$ cat config.mk
export PLATFORM = sky130hd
export DESIGN_NAME = mac_lookup_arbiter
export DESIGN_NICKNAME = d
export VERILOG_FILES = /design/src/rtl/switch_pkg.sv /design/src/rtl/rr_arbiter.sv /design/src/rtl/mac_lookup_arbiter.sv
export SDC_FILE = /design/constraint.sdc
export NUM_CORES = 1
export LEC_CHECK = 0
export ABC_AREA = 1
export BUFFER_PORTS_ARGS = -buffer_cell sky130_fd_sc_hd__buf_2
export CAP_MARGIN = 20
export CORE_AREA = 2 2 210 212
export CTS_CLUSTER_SIZE = 30
export DETAILED_ROUTE_END_ITERATION = 8
export DIE_AREA = 0 0 212 214
export MAX_ROUTING_LAYER = met4
export PLACE_DENSITY_LB_ADDON = 0.05
export SLEW_MARGIN = 20
export SYNTH_ARGS = -nofsm -noshare
export SYNTH_HDL_FRONTEND = slang
export SYNTH_SLANG_ARGS = --single-unit
$ cat constraint.sdc
create_clock -name i_clk -period 2.8 [get_ports i_clk]
set_input_delay 0.14 -clock i_clk [delete_from_list [all_inputs] [get_ports i_clk]]
set_output_delay 0.14 -clock i_clk [all_outputs]
set_load 0.005 [all_outputs]
$ cat src/rtl/switch_pkg.sv
// Shared switch definitions: reserved forwarding codes, broadcast MAC and the
// lookup-arbiter state encoding used by the learner and egress demux.
package switch_pkg;

    localparam logic [2:0]  PORT_FLOOD   = 3'b100;
    localparam logic [2:0]  PORT_DROP    = 3'b101;
    localparam logic [2:0]  PORT_INVALID = 3'b110;
    localparam logic [47:0] BCAST_MAC    = 48'hFFFF_FFFF_FFFF;

    typedef enum logic [2:0] {
        IDLE,
        ISSUE,
        WAIT,
        RESP,
        DRAIN
    } arb_state_t;

    // Apply broadcast and hairpin overrides to a learner answer.
    function automatic logic [2:0] resolve_port(
        input logic [47:0] dst_mac,
        input logic [2:0]  learned,
        input logic [2:0]  src_port
    );
        if (dst_mac == BCAST_MAC) begin
            return PORT_FLOOD;
        end
        if (learned == src_port) begin
            return PORT_DROP;
        end
        return learned;
    endfunction

endpackage

$ cat src/rtl/rr_arbiter.sv
// Combinational round-robin picker: first requester at or after the pointer,
// wrapping N-1 -> 0. The pointer register is owned by the caller.
module rr_arbiter #(
    parameter int unsigned N     = 4,
    parameter int unsigned IDX_W = (N > 1) ? $clog2(N) : 1
) (
    input  logic [N-1:0]     i_req,
    input  logic [IDX_W-1:0] i_ptr,
    output logic [N-1:0]     o_grant,
    output logic [IDX_W-1:0] o_idx,
    output logic             o_any
);

    logic [IDX_W-1:0] w_scan;

    // Walk all N slots starting at the pointer; the first hit wins.
    always_comb begin
        o_grant = '0;
        o_idx   = '0;
        o_any   = 1'b0;
        w_scan  = i_ptr;
        for (int unsigned i = 0; i < N; i++) begin
            if (!o_any && i_req[w_scan]) begin
                o_any           = 1'b1;
                o_idx           = w_scan;
                o_grant[w_scan] = 1'b1;
            end
            w_scan = (w_scan == IDX_W'(N - 1)) ? '0 : w_scan + IDX_W'(1);
        end
    end

endmodule

$ cat src/rtl/mac_lookup_arbiter.sv
// Round-robin front end to the MAC-learning table: serialises ingress lookups
// onto the single learner interface and returns the forwarding port.
module mac_lookup_arbiter
    import switch_pkg::*;
#(
    parameter int unsigned NUM_PORTS = 4,
    parameter int unsigned TIMEOUT   = 64,
    parameter int unsigned CNT_W     = 16
) (
    input  logic                    i_clk,
    input  logic                    i_rst,
    input  logic [NUM_PORTS-1:0]    i_req_valid,
    input  logic [NUM_PORTS*48-1:0] i_req_dst_mac,
    input  logic [NUM_PORTS*48-1:0] i_req_src_mac,
    output logic [NUM_PORTS-1:0]    o_req_ready,
    output logic [NUM_PORTS-1:0]    o_resp_valid,
    output logic [2:0]              o_resp_port,
    output logic                    o_ml_en,
    output logic [47:0]             o_ml_src_mac,
    output logic [47:0]             o_ml_dst_mac,
    output logic [2:0]              o_ml_src_port,
    input  logic                    i_ml_done,
    input  logic                    i_ml_busy,
    input  logic [2:0]              i_ml_dst_port,
    output logic [CNT_W-1:0]        o_lookup_cnt,
    output logic [CNT_W-1:0]        o_timeout_cnt
);

    localparam int unsigned IDX_W = (NUM_PORTS > 1) ? $clog2(NUM_PORTS) : 1;
    localparam int unsigned TMR_W = $clog2(TIMEOUT + 1);

    arb_state_t             r_state;
    logic [IDX_W-1:0]       r_ptr;
    logic [IDX_W-1:0]       r_gnt_idx;
    logic [NUM_PORTS-1:0]   r_gnt_oh;
    logic [TMR_W-1:0]       r_timer;
    logic [NUM_PORTS-1:0]   r_req_ready;
    logic [NUM_PORTS-1:0]   r_resp_valid;
    logic [2:0]             r_resp_port;
    logic                   r_ml_en;
    logic [47:0]            r_ml_src_mac;
    logic [47:0]            r_ml_dst_mac;
    logic [2:0]             r_ml_src_port;
    logic [CNT_W-1:0]       r_lookup_cnt;
    logic [CNT_W-1:0]       r_timeout_cnt;

    logic [NUM_PORTS-1:0]   w_gnt_oh;
    logic [IDX_W-1:0]       w_gnt_idx;
    logic                   w_gnt_any;
    logic [47:0]            w_sel_dst;
    logic [47:0]            w_sel_src;

    rr_arbiter #(
        .N     (NUM_PORTS),
        .IDX_W (IDX_W)
    ) u_rr_arbiter (
        .i_req   (i_req_valid),
        .i_ptr   (r_ptr),
        .o_grant (w_gnt_oh),
        .o_idx   (w_gnt_idx),
        .o_any   (w_gnt_any)
    );

    // One-hot mux of the granted port's MAC pair.
    always_comb begin
        w_sel_dst = '0;
        w_sel_src = '0;
        for (int i = 0; i < int'(NUM_PORTS); i++) begin
            if (w_gnt_oh[i]) begin
                w_sel_dst = i_req_dst_mac[i*48 +: 48];
                w_sel_src = i_req_src_mac[i*48 +: 48];
            end
        end
    end

    // Lookup sequencer with registered outputs and saturating statistics.
    always_ff @(posedge i_clk) begin
        if (i_rst) begin
            r_state       <= IDLE;
            r_ptr         <= '0;
            r_gnt_idx     <= '0;
            r_gnt_oh      <= '0;
            r_timer       <= '0;
            r_req_ready   <= '0;
            r_resp_valid  <= '0;
            r_resp_port   <= PORT_INVALID;
            r_ml_en       <= 1'b0;
            r_ml_src_mac  <= '0;
            r_ml_dst_mac  <= '0;
            r_ml_src_port <= '0;
            r_lookup_cnt  <= '0;
            r_timeout_cnt <= '0;
        end else begin
            // Pulse outputs default low; the state that needs them re-asserts.
            r_req_ready  <= '0;
            r_resp_valid <= '0;
            r_ml_en      <= 1'b0;
            case (r_state)
                IDLE: begin
                    if (w_gnt_any && !i_ml_busy) begin
                        r_gnt_oh      <= w_gnt_oh;
                        r_gnt_idx     <= w_gnt_idx;
                        r_ml_dst_mac  <= w_sel_dst;
                        r_ml_src_mac  <= w_sel_src;
                        r_ml_src_port <= 3'(w_gnt_idx);
                        r_req_ready   <= w_gnt_oh;
                        r_state       <= ISSUE;
                    end
                end
                ISSUE: begin
                    r_ml_en <= 1'b1;
                    r_timer <= '0;
                    r_state <= WAIT;
                end
                WAIT: begin
                    r_timer <= r_timer + TMR_W'(1);
                    // A done on the final timer cycle still carries a real answer.
                    if (i_ml_done) begin
                        r_resp_port  <= resolve_port(r_ml_dst_mac, i_ml_dst_port, r_ml_src_port);
                        r_resp_valid <= r_gnt_oh;
                        r_state      <= RESP;
                    end else if (r_timer == TMR_W'(TIMEOUT - 1)) begin
                        r_resp_port  <= PORT_INVALID;
                        r_resp_valid <= r_gnt_oh;
                        if (r_timeout_cnt != '1) begin
                            r_timeout_cnt <= r_timeout_cnt + CNT_W'(1);
                        end
                        r_state <= RESP;
                    end
                end
                RESP: begin
                    if (r_lookup_cnt != '1) begin
                        r_lookup_cnt <= r_lookup_cnt + CNT_W'(1);
                    end
                    r_ptr   <= (r_gnt_idx == IDX_W'(NUM_PORTS - 1)) ? '0
                                                                     : r_gnt_idx + IDX_W'(1);
                    r_state <= DRAIN;
                end
                DRAIN: begin
                    // Learner may still be writing the table; hold off new issues.
                    if (!i_ml_busy) begin
                        r_resp_port <= PORT_INVALID;
                        r_state     <= IDLE;
                    end
                end
                default: begin
                    r_state <= IDLE;
                end
            endcase
        end
    end

    assign o_req_ready   = r_req_ready;
    assign o_resp_valid  = r_resp_valid;
    assign o_resp_port   = r_resp_port;
    assign o_ml_en       = r_ml_en;
    assign o_ml_src_mac  = r_ml_src_mac;
    assign o_ml_dst_mac  = r_ml_dst_mac;
    assign o_ml_src_port = r_ml_src_port;
    assign o_lookup_cnt  = r_lookup_cnt;
    assign o_timeout_cnt = r_timeout_cnt;

endmodule

==> summary.md <==
When the netlist entered floorplanning its net count stood at 2151. Dividing the detail-routed via count by the number of cells gives 4.609. Setup total negative slack on the finished layout was measured at 0 ps. Slowest stage cell on the critical path: dfxtp_1. The die covers 0.04537 mm². The count of synthesis-stage warnings from yosys is 0. The logs give 50580 µm for the total length of routed wires and 158 for the clock sink count. Port buffering added 536 buffers. After the first detailed-routing iteration, the DRC count stood at 693.

For this run, the top clock speed supported by timing is 0.3946 GHz. The most common cell in the synthesized netlist is nand2_1. The arrival time of data at the critical path endpoint is 2890 ps, and the async set-or-reset flop fraction in the synthesized netlist is 0. The sequential area share after synthesis was 0.2990; the clock transition at the registers of the reported paths was 70 ps. For the clock latency on the worst-skew pair, the log shows 460 ps. Including well taps, the total number of placed cells is 2798.

The completed layout was analyzed and its total power is 8.092 mW. The congestion estimate from routability-driven global placement came to 0.8986. The largest vdd supply drop was 480.6 µV.

Setup repair after global routing left no endpoint under its margin. The run gives 6.538 ps as the setup clock skew after layout. The per-instance average area after synthesis is 6.059 µm².

The final clock period utilization by the worst path is 0.9051, and the final period demand of the worst path is 2534 ps. The reported leakage power came out at 8.125 nW. The average routed wire per standard cell is 17.21 µm.

The largest driver fanout on the critical path works out to 58. The pin slew with the least headroom to its limit was 531.5 ps; the via count of the first global-routing pass was 13465. The tools report the endpoint type of the worst setup path as a flip-flop. The logs give 2939 for the number of standard cells in the final layout excluding fillers and 0 for the count of final max-slew check failures. The required time reported for the critical path endpoint is 3150 ps. The number of flops mapped to enable cells by yosys was 0; the global routing usage summed across all routing layers was 0.2248. The routed layout has 13546 vias.

The width of the chip is 212 µm. For this run, the detailed router's first-pass iteration total came to 5. 538 I/O pins were placed.

For the DRC violation count after routing, the log shows 0. The run gives 0 as the remaining global-route overflow. Power spread over the standard cell area amounts to 518.2 mW/mm². The total area inside the core boundary comes to 0.04289 mm². By startpoint and endpoint, the worst setup path is classified as reg -> reg. Flip-flop cell with the highest count after synthesis: dfxtp_1.

The biggest area contributor in the post-synthesis netlist is dfxtp_1. Depth of the CTS H-tree: 4. The fraction of the core area covered by cells at the end of the flow is 0.3641. STA classifies the critical path startpoint as a flip-flop. The share of final-layout standard cells stronger than drive strength 1 is 0.2796. For the starting density of the core, the log shows 0.2467. In the synthesized netlist, the number of instances is 1746.

The first global-routing pass estimated 76680 µm of wire. TritonCTS built the clock tree. Once detailed placement completed, the half-perimeter wirelength came to 37990 µm. Type of the most critical hold path: in -> reg. The flop and latch count out of synthesis was 158. By area the synthesized netlist is led by dfxtp_1 (30%), a21oi_1 (19%), nand2_1 (17%). The cell occurring most often along the worst timing path is nand2_2. Setup violations remaining at the end of the flow were counted as 0. The run gives 0.01562 mm² as the final non-filler cell area. Ranked by instance count, the synthesized netlist is headed by nand2_1 (479), a21oi_1 (407), inv_1 (257). For the count of buffers added by post-CTS timing repair for setup, the log shows 0. Library cell used as clock root buffer: clkbuf_16. The tool flagged a number of max-cap violations equal to 0. Once detail routing completed, the nets flagged for antenna violations numbered 0.

The maximum buffer depth of the clock tree is 2, and the area share of the leading cell type in the synthesized netlist is 0.2990. The flow ran to the end, and the final reports show no timing, DRC or antenna violations. The number of endpoints with negative hold slack in the final report was 0; the maximum number of pins on one net before global-route repair was 86. The number of antenna violations at the first check in global routing was 4; the area added between synthesis and finish was 47.62%.

Traced cell by cell, the critical path runs through buf_4 > ha_4 > nor2_2 > nand2_2 > nand3_1 > nand2_2 > nand2_2 > nor2_1 > nor2_2 > nand2_8 > buf_12 > a21oi_1 > nand2_1 > nand2_1 > a21oi_1. Total clock buffers created by CTS: 17. In this run the cell area measured after placement is 0.01392 mm². The y dimension of the die works out to 214 µm. The final layout contains 2742 nets.

The largest single stage delay on the critical path is 350 ps. The worst slew margin relative to its limit is 0.6457, and the cell area after technology mapping is 0.01058 mm². Counting distinct cell types in the post-synthesis netlist gives 48. The floorplan has 76 rows.
-- registers in the layout (all words and copies together) (netlist names) --
name / cells
o_ml_dst_mac: 48
o_ml_src_mac: 48
o_lookup_cnt: 16
o_timeout_cnt: 16
r_timer: 7
o_req_ready: 4
o_resp_valid: 4
r_gnt_oh: 4
o_resp_port: 3
r_state: 3
o_ml_src_port: 2
r_ptr: 2
o_ml_en: 1
-- area by class of cell --
cell class | count | area, µm²
fillers | 4811 | 27270
clock buffers | 19 | 452.9
inverters | 265 | 1003
clock inverters | 13 | 156.4
multi-input cells | 1212 | 5812
diodes | 4 | 10.01
repair buffers | 683 | 4287
well taps | 585 | 732.0
flip-flops and latches | 158 | 3163
-- metal layers --
metal / global-route usage / part of all wire / up-vias
li1: - / - / 6810
met1: 0.2665 / 0.43 / 6231
met2: 0.3819 / 0.48 / 443
met3: 0.04193 / 0.061 / 62
met4: 0.07207 / 0.024 / 0
met5: - / 0 / -
-- critical path, delay by kind of cell, from the launching register on --
kind	cells	cell delay (ps)
AND/OR/NAND/NOR	10	1160
buffers and inverters	2	420
flip-flops	1	350
AO/OA/AOI/OAI	2	270
adder cells (fa/ha/maj)	1	190
-- final timing paths --
path	endpoint	cells after the start	startpoint	slack [ps]
setup / recovery	o_ml_dst_mac[9]$_SDFFE_PP0N_	15	r_ptr[0]$_SDFFE_PP0P_	270
hold / removal	o_ml_src_mac[25]$_SDFFE_PP0N_	5	i_req_src_mac[121]	20
setup reg to reg	o_ml_dst_mac[9]$_SDFFE_PP0N_	15	r_ptr[0]$_SDFFE_PP0P_	270
hold reg to reg	o_resp_valid[0]$_SDFF_PP0_	2	r_gnt_oh[0]$_SDFFE_PP0N_	470
-- what timing repair did --
action                     4_1_cts  5_1_grt
hold buffers                   105        0
setup endpoints to repair        0       80
hold endpoints to repair        92        0
gates resized for setup          0        4
-- kinds of logic after synthesis --
kind of cell	share of synthesized area
compound gates	0.2307
other cells	0.0003545
buf+inv	0.1574
xor+xnor	0.004139
fa+ha+maj	0.01183
simple gates	0.2965
flops	0.2990
-- metrics by stage --
stage / hold slack, ps / setup slack, ps
floorplan: 218.0 / 535.3
global placement: 426.4 / 180.6
detailed placement: 434.4 / 166.3
CTS: 0.1331 / 150.1
global route: 28.77 / 28.22
finish: 23.77 / 265.8
-- layout by cell type (no fill, tap or decap), types with 3 or more instances in the layout --
cell,n
a21oi_2,11
a21oi_1,407
nor3b_1,5
inv_1,257
nor2_1,49
dlygate4sd3_1,105
inv_2,5
diode_2,4
nor4_1,8
inv_6,3
buf_12,19
ha_1,8
nor3_1,19
clkinv_4,6
dfxtp_1,158
nand4_1,19
buf_2,536
nand3_4,4
o21ai_0,30
nand2_1,479
o22ai_1,5
nor2_2,3
xor2_1,4
nand2_2,7
clkbuf_16,17
buf_4,23
nand3_1,121
-- where the power goes --
group	internal, mW	switching, mW
combinational	1.20	1.75
clock	1.38	1.10
sequential	2.48	0.182
No activity file was read; power rests on OpenSTA's default activity.
